<file path="src/rtl/al_entry_controller_pkg.sv">
`default_nettype none
// ---------------------------------------------------------------------------
// al_entry_controller_pkg : keypad scan codes, FSM state encodings, helpers
// Rev 1.0
// ---------------------------------------------------------------------------
package al_entry_controller_pkg;

    localparam logic [7:0] KP_0            = 8'h30;
    localparam logic [7:0] KP_1            = 8'h31;
    localparam logic [7:0] KP_2            = 8'h32;
    localparam logic [7:0] KP_3            = 8'h33;
    localparam logic [7:0] KP_4            = 8'h34;
    localparam logic [7:0] KP_5            = 8'h35;
    localparam logic [7:0] KP_6            = 8'h36;
    localparam logic [7:0] KP_7            = 8'h37;
    localparam logic [7:0] KP_8            = 8'h38;
    localparam logic [7:0] KP_9            = 8'h39;
    localparam logic [7:0] KP_STAR         = 8'h2A;
    localparam logic [7:0] KP_PLUS         = 8'h2B;
    localparam logic [7:0] KP_MINUS        = 8'h2D;
    localparam logic [7:0] KP_BACKSPACE    = 8'h08;
    localparam logic [7:0] KP_KEY_RELEASED = 8'hFE;
    localparam logic [7:0] KP_INVALID      = 8'hFF;

    localparam int STATE_W = 4;
    localparam logic [3:0] SHOW_TIME          = 4'd0;
    localparam logic [3:0] KEY_STORE          = 4'd1;
    localparam logic [3:0] KEY_HOLD           = 4'd2;
    localparam logic [3:0] KEY_RELEASE_FINISH = 4'd3;
    localparam logic [3:0] KEY_ENTRY          = 4'd4;
    localparam logic [3:0] COMMIT_CHECK       = 4'd5;
    localparam logic [3:0] SET_ALARM          = 4'd6;
    localparam logic [3:0] SET_TIME           = 4'd7;
    localparam logic [3:0] SHOW_ALARM         = 4'd8;
    localparam logic [3:0] SHOW_ALARM_RELEASE = 4'd9;

    // Digit count never exceeds 8, so four bits cover every legal DIGITS
    localparam int CNT_W = 4;

    typedef enum logic {
        COMMIT_ALARM = 1'b0,
        COMMIT_TIME  = 1'b1
    } commit_e;

    function automatic int sel_width(input int n);
        return (n <= 2) ? 1 : $clog2(n);
    endfunction

    function automatic logic is_digit(input logic [7:0] k);
        return (k >= KP_0) && (k <= KP_9);
    endfunction

    function automatic logic [3:0] bcd_of(input logic [7:0] k);
        logic [7:0] d;
        d = k - KP_0;
        return d[3:0];
    endfunction

endpackage
`default_nettype wire

</file>
<file path="src/rtl/al_entry_controller_if.sv">
`default_nettype none
// ---------------------------------------------------------------------------
// al_entry_controller_if : keypad input / display + load output bundle
// Rev 1.0
// ---------------------------------------------------------------------------
interface al_entry_controller_if
    import al_entry_controller_pkg::*;
#(
    parameter int DIGITS     = 4,
    parameter int NUM_ALARMS = 4
);
    localparam int SEL_W = sel_width(NUM_ALARMS);

    logic                  one_second;
    logic [7:0]            key;
    logic [4*DIGITS-1:0]   key_buffer;
    logic [SEL_W-1:0]      alarm_index;
    logic                  load_alarm;
    logic                  load_new_time;
    logic                  show_alarm;
    logic                  show_keyboard;
    logic                  entry_error;
    logic [3:0]            debug_state_out;
    logic [7:0]            debug_seconds_out;

    modport master (
        output one_second, key,
        input  key_buffer, alarm_index, load_alarm, load_new_time, show_alarm,
               show_keyboard, entry_error, debug_state_out, debug_seconds_out
    );

    modport slave (
        input  one_second, key,
        output key_buffer, alarm_index, load_alarm, load_new_time, show_alarm,
               show_keyboard, entry_error, debug_state_out, debug_seconds_out
    );
endinterface
`default_nettype wire

</file>
<file path="src/rtl/al_entry_controller_buffer.sv">
`default_nettype none
// ---------------------------------------------------------------------------
// bcd_entry_buffer : BCD shift register with backspace and saturating count
// Rev 1.0
// ---------------------------------------------------------------------------
module bcd_entry_buffer
    import al_entry_controller_pkg::*;
#(
    parameter int DIGITS = 4
) (
    input  wire                  clk,
    input  wire                  reset,
    input  wire                  clear_i,
    input  wire                  store_i,
    input  wire                  backspace_i,
    input  wire  [3:0]           digit_i,
    output logic [4*DIGITS-1:0]  buffer_o,
    output logic [CNT_W-1:0]     count_o
);
    localparam int               BUF_W    = 4 * DIGITS;
    localparam logic [CNT_W-1:0] FULL_CNT = CNT_W'(DIGITS);

    logic [BUF_W-1:0] buffer_q, buffer_d;
    logic [CNT_W-1:0] count_q, count_d;

    always_comb begin
        buffer_d = buffer_q;
        count_d  = count_q;
        if (clear_i) begin
            buffer_d = '0;
            count_d  = '0;
        end else if (store_i) begin
            if (backspace_i) begin
                buffer_d = {4'h0, buffer_q[BUF_W-1:4]};
                if (count_q != '0) count_d = count_q - 1'b1;
            end else begin
                buffer_d = {buffer_q[BUF_W-5:0], digit_i};
                if (count_q != FULL_CNT) count_d = count_q + 1'b1;
            end
        end
    end

    always_ff @(posedge clk or negedge reset) begin
        if (!reset) begin
            buffer_q <= '0;
            count_q  <= '0;
        end else begin
            buffer_q <= buffer_d;
            count_q  <= count_d;
        end
    end

    assign buffer_o = buffer_q;
    assign count_o  = count_q;

endmodule
`default_nettype wire

</file>
<file path="src/rtl/al_entry_controller.sv">
`default_nettype none
// ---------------------------------------------------------------------------
// al_entry_controller : keypad entry FSM committing BCD time / alarm values
// Rev 1.0
// ---------------------------------------------------------------------------
module al_entry_controller
    import al_entry_controller_pkg::*;
#(
    parameter int DIGITS     = 4,
    parameter int TIMEOUT_S  = 10,
    parameter int NUM_ALARMS = 4
) (
    input  wire                  clk,
    input  wire                  reset,
    al_entry_controller_if.slave bus
);
    localparam int               SEL_W    = sel_width(NUM_ALARMS);
    localparam int               BUF_W    = 4 * DIGITS;
    localparam logic [SEL_W-1:0] LAST_IDX = SEL_W'(NUM_ALARMS - 1);
    localparam logic [CNT_W-1:0] FULL_CNT = CNT_W'(DIGITS);

    logic [STATE_W-1:0] state_q, state_d;
    logic [SEL_W-1:0]   idx_q, idx_d;
    commit_e            commit_q, commit_d;
    logic [7:0]         key_q;
    logic [7:0]         timeout_q;
    logic               run_q;
    logic               load_alarm_q, load_time_q, show_alarm_q, show_kb_q, error_q;

    logic [7:0]         w_key;
    logic               w_clear, w_reload, w_error, w_time_bad;
    logic [BUF_W-1:0]   w_buffer;
    logic [CNT_W-1:0]   w_count;

    assign w_key = bus.key;

    bcd_entry_buffer #(.DIGITS(DIGITS)) u_buffer (
        .clk         (clk),
        .reset       (reset),
        .clear_i     (w_clear),
        .store_i     (state_q == KEY_STORE),
        .backspace_i (key_q == KP_BACKSPACE),
        .digit_i     (bcd_of(key_q)),
        .buffer_o    (w_buffer),
        .count_o     (w_count)
    );

    // BCD nibbles order like binary, so a hex compare checks the range
    generate
        if (DIGITS >= 4) begin : g_time_check
            assign w_time_bad = (w_buffer[BUF_W-1:BUF_W-8]  > 8'h23) ||
                                (w_buffer[BUF_W-9:BUF_W-16] > 8'h59);
        end else begin : g_no_time_check
            assign w_time_bad = 1'b0;
        end
    endgenerate

    always_comb begin
        state_d  = state_q;
        idx_d    = idx_q;
        commit_d = commit_q;
        w_clear  = 1'b0;
        w_reload = 1'b0;
        w_error  = 1'b0;
        if (run_q) begin
            case (state_q)
                SHOW_TIME: begin
                    if (is_digit(w_key)) begin
                        w_clear = 1'b1;
                        state_d = KEY_STORE;
                    end else if (w_key == KP_STAR) begin
                        state_d = SHOW_ALARM;
                    end else if (w_key == KP_PLUS) begin
                        idx_d   = (idx_q >= LAST_IDX) ? '0 : idx_q + 1'b1;
                        state_d = SHOW_ALARM;
                    end
                end
                KEY_STORE: state_d = KEY_HOLD;
                KEY_HOLD: if (w_key == KP_KEY_RELEASED) state_d = KEY_RELEASE_FINISH;
                KEY_RELEASE_FINISH: begin
                    if (w_key == KP_INVALID) begin
                        w_reload = 1'b1;
                        state_d  = KEY_ENTRY;
                    end
                end
                KEY_ENTRY: begin
                    if (timeout_q == 8'd0) begin
                        w_clear = 1'b1;
                        state_d = SHOW_TIME;
                    end else if (is_digit(w_key) || (w_key == KP_BACKSPACE)) begin
                        state_d = KEY_STORE;
                    end else if (w_key == KP_STAR) begin
                        commit_d = COMMIT_ALARM;
                        state_d  = COMMIT_CHECK;
                    end else if (w_key == KP_MINUS) begin
                        commit_d = COMMIT_TIME;
                        state_d  = COMMIT_CHECK;
                    end
                end
                COMMIT_CHECK: begin
                    if ((w_count < FULL_CNT) || w_time_bad) begin
                        w_error = 1'b1;
                        state_d = SHOW_TIME;
                    end else begin
                        state_d = (commit_q == COMMIT_ALARM) ? SET_ALARM : SET_TIME;
                    end
                end
                SET_ALARM, SET_TIME: state_d = SHOW_TIME;
                SHOW_ALARM: if (w_key == KP_KEY_RELEASED) state_d = SHOW_ALARM_RELEASE;
                SHOW_ALARM_RELEASE: if (w_key == KP_INVALID) state_d = SHOW_TIME;
                default: state_d = SHOW_TIME;
            endcase
        end
    end

    // run_q holds the FSM for one edge after reset release
    always_ff @(posedge clk or negedge reset) begin
        if (!reset) begin
            run_q        <= 1'b0;
            state_q      <= SHOW_TIME;
            idx_q        <= '0;
            commit_q     <= COMMIT_ALARM;
            key_q        <= KP_INVALID;
            timeout_q    <= 8'd0;
            load_alarm_q <= 1'b0;
            load_time_q  <= 1'b0;
            show_alarm_q <= 1'b0;
            show_kb_q    <= 1'b0;
            error_q      <= 1'b0;
        end else begin
            run_q    <= 1'b1;
            state_q  <= state_d;
            idx_q    <= idx_d;
            commit_q <= commit_d;
            if (state_d == KEY_STORE) key_q <= w_key;
            if (w_reload)
                timeout_q <= 8'(TIMEOUT_S);
            else if (bus.one_second && (timeout_q != 8'd0))
                timeout_q <= timeout_q - 8'd1;
            load_alarm_q <= (state_d == SET_ALARM);
            load_time_q  <= (state_d == SET_TIME);
            show_alarm_q <= (state_d == SHOW_ALARM);
            show_kb_q    <= (state_d >= KEY_STORE) && (state_d <= SET_TIME);
            error_q      <= w_error;
        end
    end

    assign bus.key_buffer        = w_buffer;
    assign bus.alarm_index       = idx_q;
    assign bus.load_alarm        = load_alarm_q;
    assign bus.load_new_time     = load_time_q;
    assign bus.show_alarm        = show_alarm_q;
    assign bus.show_keyboard     = show_kb_q;
    assign bus.entry_error       = error_q;
    assign bus.debug_state_out   = state_q;
    assign bus.debug_seconds_out = timeout_q;

endmodule
`default_nettype wire

</file>
<file path="src/flat_wrapper.sv">
// flat-port wrapper written by rule: the top's interface ports become plain ports
module al_entry_controller_flat import al_entry_controller_pkg::*;
#(
    parameter int DIGITS     = 4,
    parameter int TIMEOUT_S  = 10,
    parameter int NUM_ALARMS = 4
)
  (clk, reset, bus_one_second, bus_key, bus_key_buffer, bus_alarm_index, bus_load_alarm, bus_load_new_time, bus_show_alarm, bus_show_keyboard, bus_entry_error, bus_debug_state_out, bus_debug_seconds_out);
  al_entry_controller_if #(.DIGITS(DIGITS), .NUM_ALARMS(NUM_ALARMS)) bus_i ();
  input  wire clk;
  input  wire reset;
  input wire logic [$bits(bus_i.one_second)-1:0] bus_one_second;
  input wire logic [$bits(bus_i.key)-1:0] bus_key;
  output wire logic [$bits(bus_i.key_buffer)-1:0] bus_key_buffer;
  output wire logic [$bits(bus_i.alarm_index)-1:0] bus_alarm_index;
  output wire logic [$bits(bus_i.load_alarm)-1:0] bus_load_alarm;
  output wire logic [$bits(bus_i.load_new_time)-1:0] bus_load_new_time;
  output wire logic [$bits(bus_i.show_alarm)-1:0] bus_show_alarm;
  output wire logic [$bits(bus_i.show_keyboard)-1:0] bus_show_keyboard;
  output wire logic [$bits(bus_i.entry_error)-1:0] bus_entry_error;
  output wire logic [$bits(bus_i.debug_state_out)-1:0] bus_debug_state_out;
  output wire logic [$bits(bus_i.debug_seconds_out)-1:0] bus_debug_seconds_out;
  assign bus_i.one_second = bus_one_second;
  assign bus_i.key = bus_key;
  assign bus_key_buffer = bus_i.key_buffer;
  assign bus_alarm_index = bus_i.alarm_index;
  assign bus_load_alarm = bus_i.load_alarm;
  assign bus_load_new_time = bus_i.load_new_time;
  assign bus_show_alarm = bus_i.show_alarm;
  assign bus_show_keyboard = bus_i.show_keyboard;
  assign bus_entry_error = bus_i.entry_error;
  assign bus_debug_state_out = bus_i.debug_state_out;
  assign bus_debug_seconds_out = bus_i.debug_seconds_out;
  al_entry_controller #(.DIGITS(DIGITS), .TIMEOUT_S(TIMEOUT_S), .NUM_ALARMS(NUM_ALARMS)) u_core (.clk(clk), .reset(reset), .bus(bus_i));
endmodule
</file>
<file path="config.mk">
export PLATFORM = sky130hd
export DESIGN_NAME = al_entry_controller_flat
export DESIGN_NICKNAME = d
export VERILOG_FILES = /design/src/rtl/al_entry_controller_pkg.sv /design/src/rtl/al_entry_controller_if.sv /design/src/rtl/al_entry_controller_buffer.sv /design/src/rtl/al_entry_controller.sv /design/src/flat_wrapper.sv
export SDC_FILE = /design/constraint.sdc
export NUM_CORES = 1
export LEC_CHECK = 0
export ABC_CLOCK_PERIOD_IN_PS = 4470
export BUFFER_PORTS_ARGS = -buffer_cell sky130_fd_sc_hd__buf_4
export CAP_MARGIN = 10
export CELL_PAD_IN_SITES_DETAIL_PLACEMENT = 0
export CELL_PAD_IN_SITES_GLOBAL_PLACEMENT = 2
export CORE_ASPECT_RATIO = 1.5
export CORE_MARGIN = 2
export CORE_UTILIZATION = 37
export DETAILED_ROUTE_END_ITERATION = 7
export PLACE_DENSITY = 0.88
export SYNTH_ARGS = -nofsm -noshare
export SYNTH_HDL_FRONTEND = slang
export SYNTH_SLANG_ARGS = --single-unit
</file>
<file path="constraint.sdc">
create_clock -name clk -period 4.47 [get_ports clk]
set_input_delay 0.2235 -clock clk [delete_from_list [all_inputs] [get_ports clk]]
set_output_delay 0.2235 -clock clk [all_outputs]
set_load 0.01 [all_outputs]
</file>
==> out/qor.txt, run 1 <==
LEAKAGE = 1.41 nW
Cells after Synth = 277
Gr ovfl total = 0
CTS tree = built
End of the worst register-to-register path = u_core.u_buffer.count_o[3]$_DFFE_PN0P_
Post-synth EDFFs = 0
Die area = 7980 sq um
Yosys warns = 0
CP Launch Type = flop
Seq/Total Area, Yosys = 0.460
Power Density = 595 nW/um^2
Dominant cell type by area after synthesis = dfrtp_1
Tightest Pin Transition = 784 ps
Cell variety after synth = 54
Layout Nets = 336
Synthesized flop and latch total = 49
Crit-path slowest cell = clkinv_1
Worst-Skew Late Latency = 310 ps
Slew HR = 0.478
Cells after DPL = 390
Clock root cell = clkbuf_8
Clock Pin Slew Worst Setup and Hold Paths = 100 ps
Final instance area = 3200 sq um
Post-route minimum period = 3060 ps
DRC = 0
Final setup viols = 0
CP Max Fanout = 16
Routability cong. = 0.812
Fmax achieved = 327 MHz
Slowest Stage Delay on Critical Path = 590 ps
M3 GR Usage = 0.0298
Number of global-route vias before repair = 2219
Syn_area_per_cell = 9.71 sq um
Core area = 7130 sq um
Hpwl dp = 4.97 mm
RSZ-0062 raised after global routing = false
Worst path depth = 10
Diodes inserted = 0
Ys flop type = dfrtp_1
Status = complete, no violations
FFs w/ async S/R, synth = 1.00
Setup slack, reg-to-reg = 1410 ps
Synth top cells by count = dfrtp_1, nand2_1, nor2_1
Cell family with the largest share of critical-path delay = buffers and inverters
CTS buffer count = 5
Dpl ws = 1420 ps
IO Count = 46
Cells along the critical path = nor4b_1 -> nand2_1 -> clkinv_1 -> ha_1 -> a21o_1 -> a21oi_1 -> xnor2_1 -> o211ai_1 -> xor2_1 -> nor2_1
Maximum number of pins on one net before global-route repair = 50
Post-CTS Setup Bufs = 0
GRT busiest layer = met2
WL/cell = 17.3 microns
Worst Path Required = 4630 ps
Met1 GRT Util = 0.216
Die width = 73.6 microns
CTS Sinks = 49
First-pass GRT wire length = 11.4 mm
IO Port Bufs = 45
R2R Path Start = u_core.key_q[2]$_DFFE_PN1P_
# fillers = 727
Initial Util = 0.377
Max_cap viols = 0
First-pass DRT Iterations = 4
Synth-to-layout area growth = 19.0%
Cell with the most instances after synthesis = dfrtp_1
Critical Path AT = 3220 ps
Layout cell share with drive strength beyond 1 = 0.259
Critical path capture point = u_core.u_buffer.count_o[3]$_DFFE_PN0P_
Worst path buffer plus inverter count = 1
Initial antenna violation count = 0
Post-route insts no fill = 400
Worst Setup Path Type = reg -> reg
Placed Area = 3070 sq um
CTS H-tree depth = 2
Mapped Area = 2690 sq um
Cts hold-fix bufs = 1
Final setup margin = 1410 ps
Hold Path Class = in -> reg
Drt first-iter violations = 114
GRT Util Overall = 0.186
TNS Setup = 0 ps
Kind of end point of the critical path = flop
Via density = 5.71
Post-CTS Resized = 0
Max VDD drop = 261 uV
Worst reg2reg path depth = 10
# rows = 38
Layout Skew = 11.0 ps
Final Slew Violations = 0
Worst hold margin = 201 ps
Final WL = 6.91 mm
Synth top area share = 0.382
Die height = 108 microns
Fin crit share = 0.685
DR vias = 2285
Detail Route Antenna Nets = 0
CTS Buffer Depth = 2
Net count after synthesis = 294
Critical Path Start = u_core.key_q[2]$_DFFE_PN1P_
GR Layer Usage met2 = 0.327
Hold Fails Final Rpt = 0
Synth top area cells = dfrtp_1, dfstp_2, nand2_1, mux2_2, nor2_1
==> layout make-up <==
class	count	area, sq um	share of cell area
Multi-Input combinational cell	205	1350	0.421
Clock inverter	2	37.5	0.0117
Sequential cell	49	1240	0.386
Tap cell	80	100	0.0313
Timing Repair Buffer	48	360	0.113
Inverter	10	37.5	0.0117
Clock buffer	6	82.6	0.0258
==> flip-flops by register name (all words and copies together), names as in the netlist <==
name / flops
u_core.bus.alarm_index: 2
u_core.bus.debug_seconds_out: 8
u_core.bus.debug_state_out: 4
u_core.bus.entry_error: 1
u_core.bus.load_alarm: 1
u_core.bus.load_new_time: 1
u_core.bus.show_alarm: 1
u_core.bus.show_keyboard: 1
u_core.commit_q: 1
u_core.key_q: 8
u_core.run_q: 1
u_core.u_buffer.buffer_o: 16
u_core.u_buffer.count_o: 4
==> power by group <==
| part | switching (mW) | internal [mW] | leakage (nW) |
|---|---|---|---|
| clock network | 0.155 | 0.182 | 0.0574 |
| registers | 0.207 | 0.643 | 0.582 |
| logic | 0.352 | 0.367 | 0.775 |
| total | 0.713 | 1.19 | 1.41 |
==> worst min-delay path by stage <==
| stage | from | endpoint | slack [ps] | depth (start not counted) |
|---|---|---|---|---|
| after global placement | reset | u_core.u_buffer.buffer_o[8]$_DFFE_PN0P_ | 280 | 1 |
| after floorplan | reset | u_core.bus.alarm_index[0]$_DFFE_PN0P_ | -70 | 0 |
| final | bus_key[6] | u_core.key_q[6]$_DFFE_PN1P_ | 200 | 2 |
| after detailed placement | reset | u_core.u_buffer.buffer_o[8]$_DFFE_PN0P_ | 290 | 1 |
| after global routing | bus_key[6] | u_core.key_q[6]$_DFFE_PN1P_ | 190 | 2 |
| after CTS | bus_key[7] | u_core.key_q[7]$_DFFE_PN1P_ | 190 | 2 |
==> per-stage QoR <==
step | total power [mW] | util
after detailed placement | 1.59 | 0.430
after global routing | 2.06 | 0.449
after global placement | 1.57 | 0.430
after CTS | 1.93 | 0.448
final | 1.91 | 0.449
after floorplan | 1.25 | -
==> logic make-up after synthesis <==
kind of cell	after synthesis	synth area share
muxes	11	0.0456
DFF	49	0.460
and+or+nand+nor	124	0.238
AOI/OAI and AO/OA	53	0.153
adders and majority gates	6	0.0307
xor gates and xnor gates	10	0.0326
buffers and inverters	23	0.0395
other	1	0.00139
==> per-layer routing <==
layer	vias to the layer above	share of wire
li1	1089	-
met1	1121	0.40
met2	60	0.54
met3	15	0.034
met4	0	0.031
met5	-	0
==> layout by cell type, fill, tap and decap left out, types with 5 or more instances in the layout <==
cell type / count
nor2_1: 28
buf_4: 46
nand4_1: 5
nor4b_1: 5
mux2_2: 10
inv_1: 9
nand3_1: 16
nand2_1: 33
clkbuf_8: 6
a311oi_1: 10
a21oi_1: 10
nor3_1: 9
dfrtp_1: 41
dfstp_2: 8
o21ai_0: 7
ha_1: 5
xnor2_1: 6
Note: power is estimated with default switching activity, not from simulation.
==> run 2: changes to the inputs <==
--- a/config.mk
+++ b/config.mk
@@ -5,16 +5,16 @@
 export SDC_FILE = /design/constraint.sdc
 export NUM_CORES = 1
 export LEC_CHECK = 0
-export ABC_CLOCK_PERIOD_IN_PS = 4470
+export ABC_CLOCK_PERIOD_IN_PS = 2800
 export BUFFER_PORTS_ARGS = -buffer_cell sky130_fd_sc_hd__buf_4
 export CAP_MARGIN = 10
 export CELL_PAD_IN_SITES_DETAIL_PLACEMENT = 0
 export CELL_PAD_IN_SITES_GLOBAL_PLACEMENT = 2
 export CORE_ASPECT_RATIO = 1.5
 export CORE_MARGIN = 2
-export CORE_UTILIZATION = 37
+export CORE_UTILIZATION = 31
 export DETAILED_ROUTE_END_ITERATION = 7
-export PLACE_DENSITY = 0.88
+export PLACE_DENSITY = 0.79
 export SYNTH_ARGS = -nofsm -noshare
 export SYNTH_HDL_FRONTEND = slang
 export SYNTH_SLANG_ARGS = --single-unit
==> constraint.sdc (replaced) <==
create_clock -name clk -period 2.8 [get_ports clk]
set_input_delay 0.14 -clock clk [delete_from_list [all_inputs] [get_ports clk]]
set_output_delay 0.14 -clock clk [all_outputs]
set_load 0.01 [all_outputs]
==> run 2 against run 1 <==
Non-clock buffer count grew 4. Die area is 18% higher. Sequential power up 60%. Worst setup slack lost 890 ps. Final cell count increased by 7.8%. Clock skew down 4.2 ps. Final area up 2.7%. Clock-buffer cell count grew 1. Critical path type unchanged.
==> out/qor.txt, run 2 (synthesis results as in run 1) <==
Status = complete, no violations
Largest register FFs = 16
Hold Path Class = in -> reg
Post-CTS Resized = 0
Core area = 8410 sq um
Max VDD drop = 387 uV
Layout Nets = 340
Worst-Skew Late Latency = 290 ps
Worst Path Required = 3020 ps
Gr ovfl total = 0
WL/cell = 16.1 microns
Clock root cell = clkbuf_16
# rows = 41
Max_cap viols = 0
Final instance area = 3290 sq um
Layout Skew = 6.78 ps
NetSw = 1.13 mW
CTS H-tree depth = 2
Critical Path AT = 2510 ps
Final setup viols = 0
Layout cell share with drive strength beyond 1 = 0.262
Worst reg2reg path depth = 8
Commonest cells after routing, fill and taps aside = buf_4, dfrtp_1, nand2_1
RSZ-0062 raised after global routing = false
Die area = 9450 sq um
End of the worst register-to-register path = u_core.key_q[7]$_DFFE_PN1P_
# fillers = 886
Initial Util = 0.320
Worst Hold Path EP = u_core.key_q[4]$_DFFE_PN1P_
CP Launch Type = flop
First-pass GRT wire length = 11.6 mm
LEAKAGE = 1.44 nW
CTS Buffer Depth = 2
First-pass DRT Iterations = 4
Synth-to-layout area growth = 22.2%
Post-CTS Setup Bufs = 0
Dpl ws = 514 ps
Hold path depth = 2
CTS buffer count = 5
IO Count = 46
Final WL = 6.93 mm
Sequential Power Share = 0.440
Post-route minimum period = 2280 ps
Placed Area = 3140 sq um
Fin crit share = 0.816
Worst hold margin = 130 ps
Net Sw Frac = 0.368
Commonest non-fill, non-tap cell in the layout = buf_4
Worst Setup Path Type = reg -> reg
CTS tree = built
R2R Path Start = u_core.bus.debug_seconds_out[0]$_DFFE_PN0P_
DR vias = 2270
Final total power = 3.08 mW
Diodes inserted = 0
Final Slew Violations = 0
Initial antenna violation count = 0
Hpwl dp = 5.10 mm
Met1 wire length = 2.90 mm
Tightest Pin Transition = 626 ps
IO Port Bufs = 45
Fmax achieved = 438 MHz
TNS Setup = 0 ps
Routability cong. = 0.802
CP Max Fanout = 8
Flip-flop and latch area = 1240 sq um
Drt first-iter violations = 96
Maximum number of pins on one net before global-route repair = 50
Clock network power share = 0.193
Clock Pin Slew Worst Setup and Hold Paths = 70 ps
DRC = 0
Met3 Wirelength = 221 microns
CTS Sinks = 49
GRT Util Overall = 0.158
Die height = 118 microns
Top routing layer in use = met4
Cell-internal power = 1.95 mW
Hold Crit Start = bus_key[4]
Hold Fails Final Rpt = 0
Power Density = 937 nW/um^2
Detail Route Antenna Nets = 0
Setup slack, reg-to-reg = 520 ps
Footprint of the multi-input gates = 1350 sq um
WL met2 = 3.61 mm
Final setup margin = 517 ps
Via density = 5.27
Number of global-route vias before repair = 2279
Slew HR = 0.582
Logic pwr share = 0.367
Kind of end point of the critical path = flop
Die width = 80.0 microns
## run 2: through the flow
| step | utilization | std cells |
|---|---|---|
| after floorplan | - | 277 |
| after global placement | 0.373 | 422 |
| after detailed placement | 0.373 | 422 |
| after CTS | 0.391 | 431 |
| after global routing | 0.391 | 431 |
| final | 0.391 | 431 |
## run 2: what timing repair did
action,in CTS,in global routing
hold endpoints to repair,41,0
setup endpoints to repair,0,0
hold buffers,1,0
## run 2: power groups by stage
stage / Clock (mW) / Sequential (mW) / Combinational, mW
2_1_floorplan: 0 / 1.36 / 0.646
3_3_place_gp: 0 / 1.37 / 1.14
3_5_place_dp: 0 / 1.37 / 1.15
4_1_cts: 0.623 / 1.36 / 1.16
5_1_grt: 0.650 / 1.41 / 1.26
6_report: 0.595 / 1.36 / 1.13
## run 2: cell type report
type / instances / area share
clock inverters: 1 / 0.00228
clock buffers: 7 / 0.0404
well taps: 107 / 0.0407
multi-input cells: 205 / 0.410
flip-flops and latches: 49 / 0.376
inverters: 10 / 0.0114
repair buffers: 52 / 0.120
## run 2: worst max path at each step
stage | to | slack, ps | startpoint | cells past startpoint
floorplan | u_core.u_buffer.count_o[3]$_DFFE_PN0P_ | 310 | u_core.key_q[3]$_DFFE_PN1P_ | 11
global placement | u_core.key_q[0]$_DFFE_PN1P_ | 550 | u_core.bus.debug_seconds_out[0]$_DFFE_PN0P_ | 8
detailed placement | u_core.key_q[5]$_DFFE_PN1P_ | 510 | u_core.bus.debug_seconds_out[0]$_DFFE_PN0P_ | 8
CTS | u_core.key_q[7]$_DFFE_PN1P_ | 490 | u_core.bus.debug_seconds_out[0]$_DFFE_PN0P_ | 8
global route | u_core.key_q[5]$_DFFE_PN1P_ | 320 | u_core.bus.debug_seconds_out[0]$_DFFE_PN0P_ | 8
finish | u_core.key_q[7]$_DFFE_PN1P_ | 520 | u_core.bus.debug_seconds_out[0]$_DFFE_PN0P_ | 8
## run 2: per-layer routing
| metal | track usage | vias up |
|---|---|---|
| li1 | - | 1095 |
| met1 | 0.188 | 1112 |
| met2 | 0.272 | 47 |
| met3 | 0.0268 | 16 |
| met4 | 0.0720 | 0 |
| met5 | 0 | - |
## run 2: critical path, cell delays in order, from the launching register on
cell	delay, ps
dfrtp_1	400
inv_1	120
ha_1	150
nor3b_1	350
a21oi_2	110
a21oi_1	240
o2111ai_2	150
a21oi_4	310
mux2_2	380
